File: config.mk
export PLATFORM = sky130hd
export DESIGN_NAME = tile_addr_gen
export DESIGN_NICKNAME = d
export VERILOG_FILES = /design/src/rtl/tile_agu_pkg.sv /design/src/rtl/tile_addr_gen_walker.sv /design/src/rtl/tile_addr_gen.sv
export SDC_FILE = /design/constraint.sdc
export NUM_CORES = 1
export LEC_CHECK = 0
export CORE_AREA = 2 2 185 150
export DETAILED_ROUTE_END_ITERATION = 10
export DIE_AREA = 0 0 187 152
export PLACE_DENSITY = 0.82
export SLEW_MARGIN = 0
export SYNTH_ARGS = -nofsm -noshare
export SYNTH_HDL_FRONTEND = slang
export SYNTH_SLANG_ARGS = --single-unit
File: constraint.sdc
create_clock -name clk -period 15.6 [get_ports clk]
set_input_delay 3.9 -clock clk [delete_from_list [all_inputs] [get_ports clk]]
set_output_delay 3.9 -clock clk [all_outputs]
set_load 0.005 [all_outputs]
File: src/rtl/tile_agu_pkg.sv
// Shared types for the tile address generator.
// Holds the phase enum and the addr_sel operand encodings.
package tile_agu_pkg;

  typedef enum logic [2:0] {
    PH_IDLE,
    PH_LOAD_C,
    PH_LOAD_A,
    PH_LOAD_B,
    PH_STORE_C
  } phase_e;

  localparam logic [1:0] SEL_A   = 2'd0;
  localparam logic [1:0] SEL_B   = 2'd1;
  localparam logic [1:0] SEL_C   = 2'd2;
  localparam logic [1:0] SEL_CRD = 2'd3;

  function automatic logic [1:0] phase_sel(phase_e p);
    logic [1:0] s;
    s = SEL_A;
    case (p)
      PH_LOAD_C:  s = SEL_CRD;
      PH_LOAD_B:  s = SEL_B;
      PH_STORE_C: s = SEL_C;
      default:    s = SEL_A;
    endcase
    return s;
  endfunction

endpackage

File: src/rtl/tile_addr_gen_walker.sv
// tile_rect_walker: row-major 2-D walker, addr = base + row*pitch + col.
// Ports: clr_i/load_i/adv_i control, base/rows/cols/pitch load, addr_o/last_o.
module tile_rect_walker #(
  parameter int AW = 32,
  parameter int IW = 8
) (
  input  logic          clk,
  input  logic          rst,
  input  logic          clr_i,
  input  logic          load_i,
  input  logic          adv_i,
  input  logic [AW-1:0] base_i,
  input  logic [IW-1:0] rows_i,
  input  logic [IW-1:0] cols_i,
  input  logic [IW-1:0] pitch_i,
  output logic [AW-1:0] addr_o,
  output logic          last_o
);

  logic [IW-1:0] row_q, row_d;
  logic [IW-1:0] col_q, col_d;
  logic [IW-1:0] rows_q, rows_d;
  logic [IW-1:0] cols_q, cols_d;
  logic [IW-1:0] pitch_q, pitch_d;
  logic [AW-1:0] rbase_q, rbase_d;
  logic [AW-1:0] addr_q, addr_d;
  logic          last_q, last_d;
  logic [AW-1:0] rnext;

  assign rnext = rbase_q + AW'(pitch_q);

  always_comb begin
    row_d   = row_q;
    col_d   = col_q;
    rows_d  = rows_q;
    cols_d  = cols_q;
    pitch_d = pitch_q;
    rbase_d = rbase_q;
    addr_d  = addr_q;
    last_d  = last_q;
    if (clr_i) begin
      row_d   = '0;
      col_d   = '0;
      rows_d  = '0;
      cols_d  = '0;
      pitch_d = '0;
      rbase_d = '0;
      addr_d  = '0;
      last_d  = 1'b0;
    end else if (load_i) begin
      row_d   = '0;
      col_d   = '0;
      rows_d  = rows_i;
      cols_d  = cols_i;
      pitch_d = pitch_i;
      rbase_d = base_i;
      addr_d  = base_i;
      last_d  = (rows_i == IW'(1)) &&
                (cols_i == IW'(1));
    end else if (adv_i) begin
      if (col_q == cols_q - IW'(1)) begin
        col_d   = '0;
        row_d   = row_q + IW'(1);
        rbase_d = rnext;
        addr_d  = rnext;
      end else begin
        col_d  = col_q + IW'(1);
        addr_d = addr_q + AW'(1);
      end
      last_d = (row_d == rows_q - IW'(1)) &&
               (col_d == cols_q - IW'(1));
    end
  end

  always_ff @(posedge clk or posedge rst) begin
    if (rst) begin
      row_q   <= '0;
      col_q   <= '0;
      rows_q  <= '0;
      cols_q  <= '0;
      pitch_q <= '0;
      rbase_q <= '0;
      addr_q  <= '0;
      last_q  <= 1'b0;
    end else begin
      row_q   <= row_d;
      col_q   <= col_d;
      rows_q  <= rows_d;
      cols_q  <= cols_d;
      pitch_q <= pitch_d;
      rbase_q <= rbase_d;
      addr_q  <= addr_d;
      last_q  <= last_d;
    end
  end

  assign addr_o = addr_q;
  assign last_o = last_q;

endmodule

File: src/rtl/tile_addr_gen.sv
// Tile AGU: walks A, B, then C blocks of a tile on a valid/ready stream.
// Ports: start/descriptor in, tile_ready/done out, addr stream out.
// TILE_AGU_CLOAD_EN adds c_accum and a C read-back phase before A.
module tile_addr_gen
  import tile_agu_pkg::*;
#(
  parameter int ADDR_WIDTH = 32,
  parameter int IDX_WIDTH  = 8
) (
  input  logic                  clk,
  input  logic                  rst,
  input  logic                  start_tile,
  input  logic [ADDR_WIDTH-1:0] baseA_tile,
  input  logic [ADDR_WIDTH-1:0] baseB_tile,
  input  logic [ADDR_WIDTH-1:0] baseC_tile,
  input  logic [IDX_WIDTH-1:0]  eTM,
  input  logic [IDX_WIDTH-1:0]  eTN,
  input  logic [IDX_WIDTH-1:0]  eTK,
  input  logic [IDX_WIDTH-1:0]  K,
  input  logic [IDX_WIDTH-1:0]  N,
  output logic                  tile_ready,
  output logic                  tile_done,
  output logic [ADDR_WIDTH-1:0] addr,
  output logic [1:0]            addr_sel,
  output logic                  addr_last,
  output logic                  addr_valid,
  input  logic                  addr_ready
`ifdef TILE_AGU_CLOAD_EN
  ,
  input  logic                  c_accum
`endif
);

  localparam int AW = ADDR_WIDTH;
  localparam int IW = IDX_WIDTH;

  phase_e state_q, state_d;

  logic [AW-1:0] ba_q, bb_q, bc_q;
  logic [IW-1:0] tm_q, tn_q, tk_q;
  logic [IW-1:0] k_q, n_q;

  logic          valid_q, valid_d;
  logic [1:0]    sel_q, sel_d;
  logic          done_q, done_d;
  logic          ready_q, ready_d;

  logic          idle, accept, zero;
  logic          hs, ph_end, cload_req;
  logic          w_clr, w_load, w_adv, w_last;
  logic [AW-1:0] w_base;
  logic [IW-1:0] w_rows, w_cols, w_pitch;

  logic [AW-1:0] v_ba, v_bc;
  logic [IW-1:0] v_tm, v_tn, v_tk;
  logic [IW-1:0] v_k, v_n;

`ifdef TILE_AGU_CLOAD_EN
  assign cload_req = c_accum;
`else
  assign cload_req = 1'b0;
`endif

  assign idle   = (state_q == PH_IDLE);
  assign accept = idle && start_tile;
  assign zero   = (eTM == '0) || (eTN == '0) ||
                  (eTK == '0);
  assign hs     = valid_q && addr_ready;
  assign ph_end = hs && w_last;

  // The first phase loads in the latch cycle itself,
  // so it must see the raw inputs, not the latches.
  assign v_ba = idle ? baseA_tile : ba_q;
  assign v_bc = idle ? baseC_tile : bc_q;
  assign v_tm = idle ? eTM : tm_q;
  assign v_tn = idle ? eTN : tn_q;
  assign v_tk = idle ? eTK : tk_q;
  assign v_k  = idle ? K : k_q;
  assign v_n  = idle ? N : n_q;

  always_ff @(posedge clk or posedge rst) begin
    if (rst) state_q <= PH_IDLE;
    else     state_q <= state_d;
  end

  always_comb begin
    state_d = state_q;
    unique case (state_q)
      PH_IDLE:
        if (start_tile && !zero)
          state_d = cload_req ? PH_LOAD_C
                              : PH_LOAD_A;
      PH_LOAD_C:
        if (ph_end) state_d = PH_LOAD_A;
      PH_LOAD_A:
        if (ph_end) state_d = PH_LOAD_B;
      PH_LOAD_B:
        if (ph_end) state_d = PH_STORE_C;
      PH_STORE_C:
        if (ph_end) state_d = PH_IDLE;
      default:
        state_d = PH_IDLE;
    endcase
  end

  always_comb begin
    w_load  = (accept && !zero) ||
              (ph_end && state_d != PH_IDLE);
    w_clr   = ph_end && (state_d == PH_IDLE);
    w_adv   = hs && !w_last;
    w_base  = '0;
    w_rows  = '0;
    w_cols  = '0;
    w_pitch = '0;
    case (state_d)
      PH_LOAD_C, PH_STORE_C: begin
        w_base  = v_bc;
        w_rows  = v_tm;
        w_cols  = v_tn;
        w_pitch = v_n;
      end
      PH_LOAD_A: begin
        w_base  = v_ba;
        w_rows  = v_tm;
        w_cols  = v_tk;
        w_pitch = v_k;
      end
      PH_LOAD_B: begin
        w_base  = bb_q;
        w_rows  = v_tk;
        w_cols  = v_tn;
        w_pitch = v_n;
      end
      default: ;
    endcase
    valid_d = (state_d != PH_IDLE);
    ready_d = (state_d == PH_IDLE);
    sel_d   = phase_sel(state_d);
    done_d  = (state_q == PH_STORE_C && ph_end) ||
              (accept && zero);
  end

  always_ff @(posedge clk or posedge rst) begin
    if (rst) begin
      valid_q <= 1'b0;
      sel_q   <= SEL_A;
      done_q  <= 1'b0;
      ready_q <= 1'b1;
    end else begin
      valid_q <= valid_d;
      sel_q   <= sel_d;
      done_q  <= done_d;
      ready_q <= ready_d;
    end
  end

  always_ff @(posedge clk or posedge rst) begin
    if (rst) begin
      ba_q <= '0;
      bb_q <= '0;
      bc_q <= '0;
      tm_q <= '0;
      tn_q <= '0;
      tk_q <= '0;
      k_q  <= '0;
      n_q  <= '0;
    end else if (accept) begin
      ba_q <= baseA_tile;
      bb_q <= baseB_tile;
      bc_q <= baseC_tile;
      tm_q <= eTM;
      tn_q <= eTN;
      tk_q <= eTK;
      k_q  <= K;
      n_q  <= N;
    end
  end

  tile_rect_walker #(
    .AW(AW),
    .IW(IW)
  ) u_walk (
    .clk    (clk),
    .rst    (rst),
    .clr_i  (w_clr),
    .load_i (w_load),
    .adv_i  (w_adv),
    .base_i (w_base),
    .rows_i (w_rows),
    .cols_i (w_cols),
    .pitch_i(w_pitch),
    .addr_o (addr),
    .last_o (w_last)
  );

  assign addr_last  = w_last;
  assign addr_valid = valid_q;
  assign addr_sel   = sel_q;
  assign tile_done  = done_q;
  assign tile_ready = ready_q;

endmodule

# ---- After elaboration in Yosys (flattened, before gate mapping)
# Cells that the tools add are included.
dict set report op_classes {
  n_eq_ne 13
  n_reduce_logical 31
  muxes 49
  n_addsub 6
}
# operator n
set op_table {}
lappend op_table {{two-way mux 32 bit} 10}
lappend op_table {{two-way mux 8 bit} 25}
lappend op_table {{case mux 32 bit (3 select lines)} 1}
lappend op_table {{case mux 8 bit (2 select lines)} 3}
lappend op_table {{adder 32 x 1 -> 32 bit (second input constant)} 1}
lappend op_table {{adder 32 x 8 -> 32 bit} 1}
lappend op_table {{== test 8 bit} 3}
lappend op_table {{zero test 8 bit} 3}
lappend op_table {{adder 8 x 1 -> 8 bit (second input constant)} 2}
lappend op_table {{== test 8 x 1 -> 1 bit (second input constant)} 2}
lappend op_table {{subtractor 8 x 1 -> 8 bit (second input constant)} 2}
lappend op_table {{two-way mux 3 bit} 5}
lappend op_table {{case mux 3 bit (5 select lines)} 1}
lappend op_table {{== test 3 x 2 -> 1 bit (second input constant)} 4}
lappend op_table {{logical AND 1 bit} 12}
lappend op_table {{nonzero test 3 bit} 3}
lappend op_table {{== test 3 x 1 -> 1 bit (second input constant)} 2}
lappend op_table {{== test 3 bit (second input constant)} 2}
lappend op_table {{zero test 3 bit} 2}
lappend op_table {{case mux 2 bit (3 select lines)} 1}
lappend op_table {{OR reduction 3 bit} 2}
lappend op_table {{logical OR 1 bit} 4}
lappend op_table {{two-way mux 1 bit} 3}
lappend op_table {{zero test 1 bit} 2}
lappend op_table {{other kinds (3)} 3}
dict set report word_totals {
  inputBits 140
  reg_bits 249
  output_inout_bits 38
  wordCells 120
}

# ---- Longest topological paths before layout
dict set report logic_depth {
  ltp_word 17
  depth_mapped 12
}

# ---- Hierarchy
# A second synthesis with hierarchy kept.
dict set report hier_totals {
  hier_cells 1582
  area_unflattened_um2 15175.8
}
# module area_each_um2 cells_each instances
set modules_own_cells {}
lappend modules_own_cells {tile_addr_gen 7628.6 689 1}
lappend modules_own_cells {tile_rect_walker 7547.2 893 1}

# ---- Worst setup path after synthesis
# OpenSTA, ideal clock, no wires.
dict set report synth_timing {
  kind {input to register}
  from {in addr_ready}
  to {reg u_walk.addr_q[31] (netlist: u_walk.addr_o[31])}
  n_path_buf 4
  required_ns 15.517
  slack_ns 9.416
  setup_ns 0.083
  t_arrival_ns 6.101
  path_stages 11
  cell_sequence {clkbuf_1 > nand3_1 > clkbuf_1 > a21boi_0 > or3b_2 > clkbuf_1 > clkbuf_1 > a21o_1 > a31oi_1 > o21ai_0 > o21ai_0}
}
dict set report synth_via {
  elab_chain_cells 9
  elab_cells_between_ends 22
}
# item line_no
set synth_rtl {}
lappend synth_rtl {{start: declaration} tile_addr_gen.sv:27} ;# input logic addr_ready
lappend synth_rtl {{logical AND 1 bit *} tile_addr_gen.sv:68} ;# assign hs = valid_q && addr_ready;
lappend synth_rtl {{logical AND 1 bit} tile_addr_gen.sv:69} ;# assign ph_end = hs && w_last;
lappend synth_rtl {{two-way mux 3 bit (on tied branches)} -}
lappend synth_rtl {{case mux 3 bit (5 select lines)} tile_addr_gen.sv:88} ;# unique case (state_q)
lappend synth_rtl {{== test 3 bit, or another cell as far along} tile_addr_gen.sv:115} ;# case (state_d)
lappend synth_rtl {{OR reduction 2 bit / logical AND 1 bit (equally long branches)} {tile_addr_gen.sv:115, tile_addr_gen.sv:108}}
lappend synth_rtl {{case mux 32 bit (3 select lines) / logical OR 1 bit (equally long branches)} {tile_addr_gen.sv:115, tile_addr_gen.sv:107}}
lappend synth_rtl {{two-way mux 32 bit} tile_addr_gen_walker.sv:50} ;# end else if (load_i) begin
lappend synth_rtl {{two-way mux 32 bit} tile_addr_gen_walker.sv:41} ;# if (clr_i) begin
lappend synth_rtl {{end signal: assignment} tile_addr_gen_walker.sv:92} ;# addr_q <= addr_d;
lappend synth_rtl {{end: declaration} tile_addr_gen_walker.sv:26} ;# logic [AW-1:0] addr_q, addr_d;
# Every way passes the cells marked *; elsewhere a longest branch is shown, timed or not.
# A chain may end at the register's enable or synchronous reset.

# ---- Final worst setup path
dict set report layout_timing {
  from {in eTM[0]}
  to {reg u_walk.rbase_q[14]}
}
dict set report layout_via {
  elab_chain_cells 12
  elab_cells_between_ends 24
}
# item line_no
set layout_rtl {}
lappend layout_rtl {{start: declaration} tile_addr_gen.sv:16} ;# input logic [IDX_WIDTH-1:0] eTM,
lappend layout_rtl {{zero test 8 bit *} tile_addr_gen.sv:66} ;# assign zero = (eTM == '0) || (eTN == '0) ||
lappend layout_rtl {{logical OR 1 bit * (2 in a row)} tile_addr_gen.sv:66}
lappend layout_rtl {{zero test 1 bit *} {tile_addr_gen.sv:90, tile_addr_gen.sv:107}}
lappend layout_rtl {{logical AND 1 bit} tile_addr_gen.sv:90} ;# if (start_tile && !zero)
lappend layout_rtl {{two-way mux 3 bit} tile_addr_gen.sv:90}
lappend layout_rtl {{case mux 3 bit (5 select lines)} tile_addr_gen.sv:88}
lappend layout_rtl {{== test 3 bit, or another cell as far along} tile_addr_gen.sv:115}
lappend layout_rtl {{OR reduction 2 bit / logical AND 1 bit (equally long branches)} {tile_addr_gen.sv:115, tile_addr_gen.sv:108}}
lappend layout_rtl {{case mux 32 bit (3 select lines) / logical OR 1 bit (equally long branches)} {tile_addr_gen.sv:115, tile_addr_gen.sv:107}}
lappend layout_rtl {{two-way mux 32 bit / nonzero test 3 bit (equally long branches)} -}
lappend layout_rtl {{two-way mux 32 bit / AND reduction 2 bit (equally long branches)} -}
lappend layout_rtl {{end signal: assignment} tile_addr_gen_walker.sv:91} ;# rbase_q <= rbase_d;
lappend layout_rtl {{end: declaration} tile_addr_gen_walker.sv:25} ;# logic [AW-1:0] rbase_q, rbase_d;
# Marks and branches as above.

==> flow_summary.ini <==
[final_layout]
finalNetCount = 1732
syn_to_final_growth_pct = 20.2
final_cell_mix = dfrtp_1, clkdlybuf4s50_1, mux2_2
final_cells = 1961
antenna_cells = 0
fin_util_pct = 64.7
drive_gt1_share_pct = 14.5
final_common_cell = dfrtp_1

[synthesis]
synth.area.top_cells = dfrtp_1, mux2_2, mux2i_1
yosysTopAreaCellShare_pct = 43.0
synth.net_count = 1609
synth_warnings = 0
yosys_register_bits = 249
synth_edf_count = 0
synthDistinctLibCells = 83
syn_area_mm2 = 0.0144
ys_seq_area_share_pct = 43.2
synthFlopType = dfrtp_1
synth_cells = 1455
syn_avg_cell_area_um2 = 9.92
yosys.area.top_type = dfrtp_1
async_flop_share_pct = 100

[pwr]
peakVddDrop_v = 0.000136
clkPwrFrac_pct = 17.9
comb_power_share_pct = 48.2
switching_share_pct = 42.3
power_leakage_nw = 6.95
sequentialPowerShare_pct = 33.9
switchingPower_w = 0.00153
p_per_area_mw_per_mm2 = 209
intPower_w = 0.00209

[drt]
drt_wl_total_mm = 45.0
vias = 12900
viasPerCell = 6.58
drtIter0Drc = 1369
drcViolationCount = 0
firstDrtPassIters = 6
wire_per_inst_um = 23.0
antenna_left = 0

[clocking]
root_buffer = clkbuf_16
cts_resized = 0
hold_buffers = 0
worst_skew_pair.late_latency_ps = 550
post_cts_buffers = 0
clk_pin_slew_ps = 60
clock-sinks = 249
cts_tree = yes
numCtsBuffers = 26
cts_buffer_depth = 3
htreeDepth = 1

[floorplanning]
dieArea_mm2 = 0.0284
start_util_pct = 53.8
fp.dieH_um = 152
num_io_pins = 178
rows = 54
fp.dieW_um = 187
core-area_mm2 = 0.0268

[place]
dp.cells = 1914
gp_congestion = 0.954
port_buffers = 177
hpwlAfterDp_mm = 31.1
post-place-ws_ps = 7990

[setup_path]
critPathSlowestCell = or3b_2
path_buf_inv = 1
cpMostUsedCell = o21ai_0
required_ps = 16000
end_kind = flip-flop
crit_type = in -> reg
start_kind = primary input
r2r-start = state_q[2]
crit_fanout = 47
r2r_slack_ps = 11440
arrival_ps = 7660
path_cells = clkdlybuf4s50_1, nor4_1, a22oi_1, a311oi_1, or3b_2, o21ai_0, o21ai_0, o21ai_0, o2bb2ai_1
max_stage_delay_ps = 950
crit_family = compound AO/OA/AOI/OAI gates
reg2regPathDepth = 10
reg2reg_to = u_walk.rbase_q[21]

[global_route]
grt_usage_pct = 31.3
grt_max_degree = 101
met1_usage_pct = 47.0
grt-ovfl-total = 0
grt_pass1_wl_mm = 70.7
antenna_found_initial = 0
grtUsageMet2_pct = 43.5
grt_pass1_vias = 12400
busiest_layer = met1
grt_use_met3_pct = 9.47

[sta]
min_period_over_period_pct = 46.5
period_needed_ps = 7260
drv_slew = 0
final.setup_skew_ps = 16.9
hold_viol = 0
fin_setup_tns_ps = 0
worst_pin_slew_ps = 1210
rsz0062_at_grt = no
fin_ws_ps = 8340
fmax_ghz = 0.138
slew_headroom_pct = 19.4
setup_violations = 0

[run_status]
status = finished clean

[worst_hold_path]
worstHoldStart = u_walk.rbase_q[31]
hold_depth = 2
min_path_type = reg -> reg
hold_end = u_walk.rbase_q[31]

[flow_run]
maxCapViolations = 0
==> worst max-delay path by stage <==
stage	end	start	cells past startpoint	slack [ps]
floorplan	addr_sel[0]	rst	1	4860
global placement	u_walk.rbase_q[14]	eTM[2]	9	8070
detailed placement	u_walk.rbase_q[14]	eTM[0]	9	7990
CTS	u_walk.rbase_q[14]	eTM[0]	9	8520
global route	u_walk.rbase_q[27]	addr_ready	8	8190
finish	u_walk.rbase_q[14]	eTM[0]	9	8340
==> synth_stat cells, types with 13 or more instances <==
master and n:
or3_1 13, a22oi_1 25, inv_1 21, mux2i_1 60, nand2_1 134, xnor2_1 55, nand4_1 18, a22o_1 38
nor2_1 71, dfrtp_1 248, nand3_1 47, a21o_1 16, ha_1 13, o22ai_1 25, a31oi_1 16, mux2_2 136
nor3_1 29, o211ai_1 19, a21oi_1 44, a211oi_1 14, xor2_1 28, nor4_1 15, clkbuf_1 82, o21ai_0 115
==> power by group through the flow <==
stage / Clock [W] / Sequential [W] / Combinational (W)
2_1_floorplan: 0 / 0.00112 / 0.00122
3_3_place_gp: 0 / 0.00121 / 0.00165
3_5_place_dp: 0 / 0.00123 / 0.00169
4_1_cts: 0.000653 / 0.00122 / 0.00171
5_1_grt: 0.000681 / 0.00126 / 0.00188
6_report: 0.000650 / 0.00123 / 0.00175
==> layer usage <==
layer | part of all wire, % | vias to the layer above
met5 | 0 | -
met4 | 2.7 | 0
met3 | 13 | 85
met2 | 42 | 791
met1 | 43 | 6374
li1 | - | 5658
==> cells by family after synthesis <==
family                     share of synthesized area, %
AOI/OAI and AO/OA                                  19.6
and+or+nand+nor                                    12.7
DFF                                                43.2
muxes                                              14.8
buffers and inverters                              3.39
xor gates and xnor gates                           5.04
adders and majority gates                          1.27
==> sequential cells by signal, indices dropped and copies added, names as in the netlist, 2 cells and up <==
| name | flops |
|---|---|
| u_walk.addr_o | 32 |
| ba_q | 32 |
| tm_q | 8 |
| u_walk.row_q | 8 |
| bc_q | 32 |
| u_walk.rows_q | 8 |
| u_walk.cols_q | 8 |
| bb_q | 32 |
| tk_q | 8 |
| k_q | 8 |
| u_walk.pitch_q | 8 |
| u_walk.col_q | 8 |
| addr_sel | 2 |
| tn_q | 8 |
| state_q | 3 |
| u_walk.rbase_q | 32 |
| n_q | 8 |
==> metrics by stage <==
| step | hold WS, ps | power, W | instance area [µm²] |
|---|---|---|---|
| 3_5_place_dp | 483 | 0.00292 | 16400 |
| 2_1_floorplan | 456 | 0.00233 | 14400 |
| 6_report | 502 | 0.00362 | 17300 |
| 3_3_place_gp | 473 | 0.00285 | 16400 |
| 5_1_grt | 516 | 0.00382 | 17300 |
| 4_1_cts | 495 | 0.00358 | 17300 |
==> layout make-up <==
type	count	area (µm²)
sequential	249	6230
inverter	21	86.3
fill	2076	9480
tap	364	455
clock buffer	36	778
multi-input combinational	1083	7750
timing repair buffer	197	1920
clock inverter	11	119
==> tightest hold or removal path: stages (launching register included) <==
cell and delay [ps]:
dfrtp_1 360, nand2_1 60, nand2_1 50
Power figures use the tool's default switching activity.
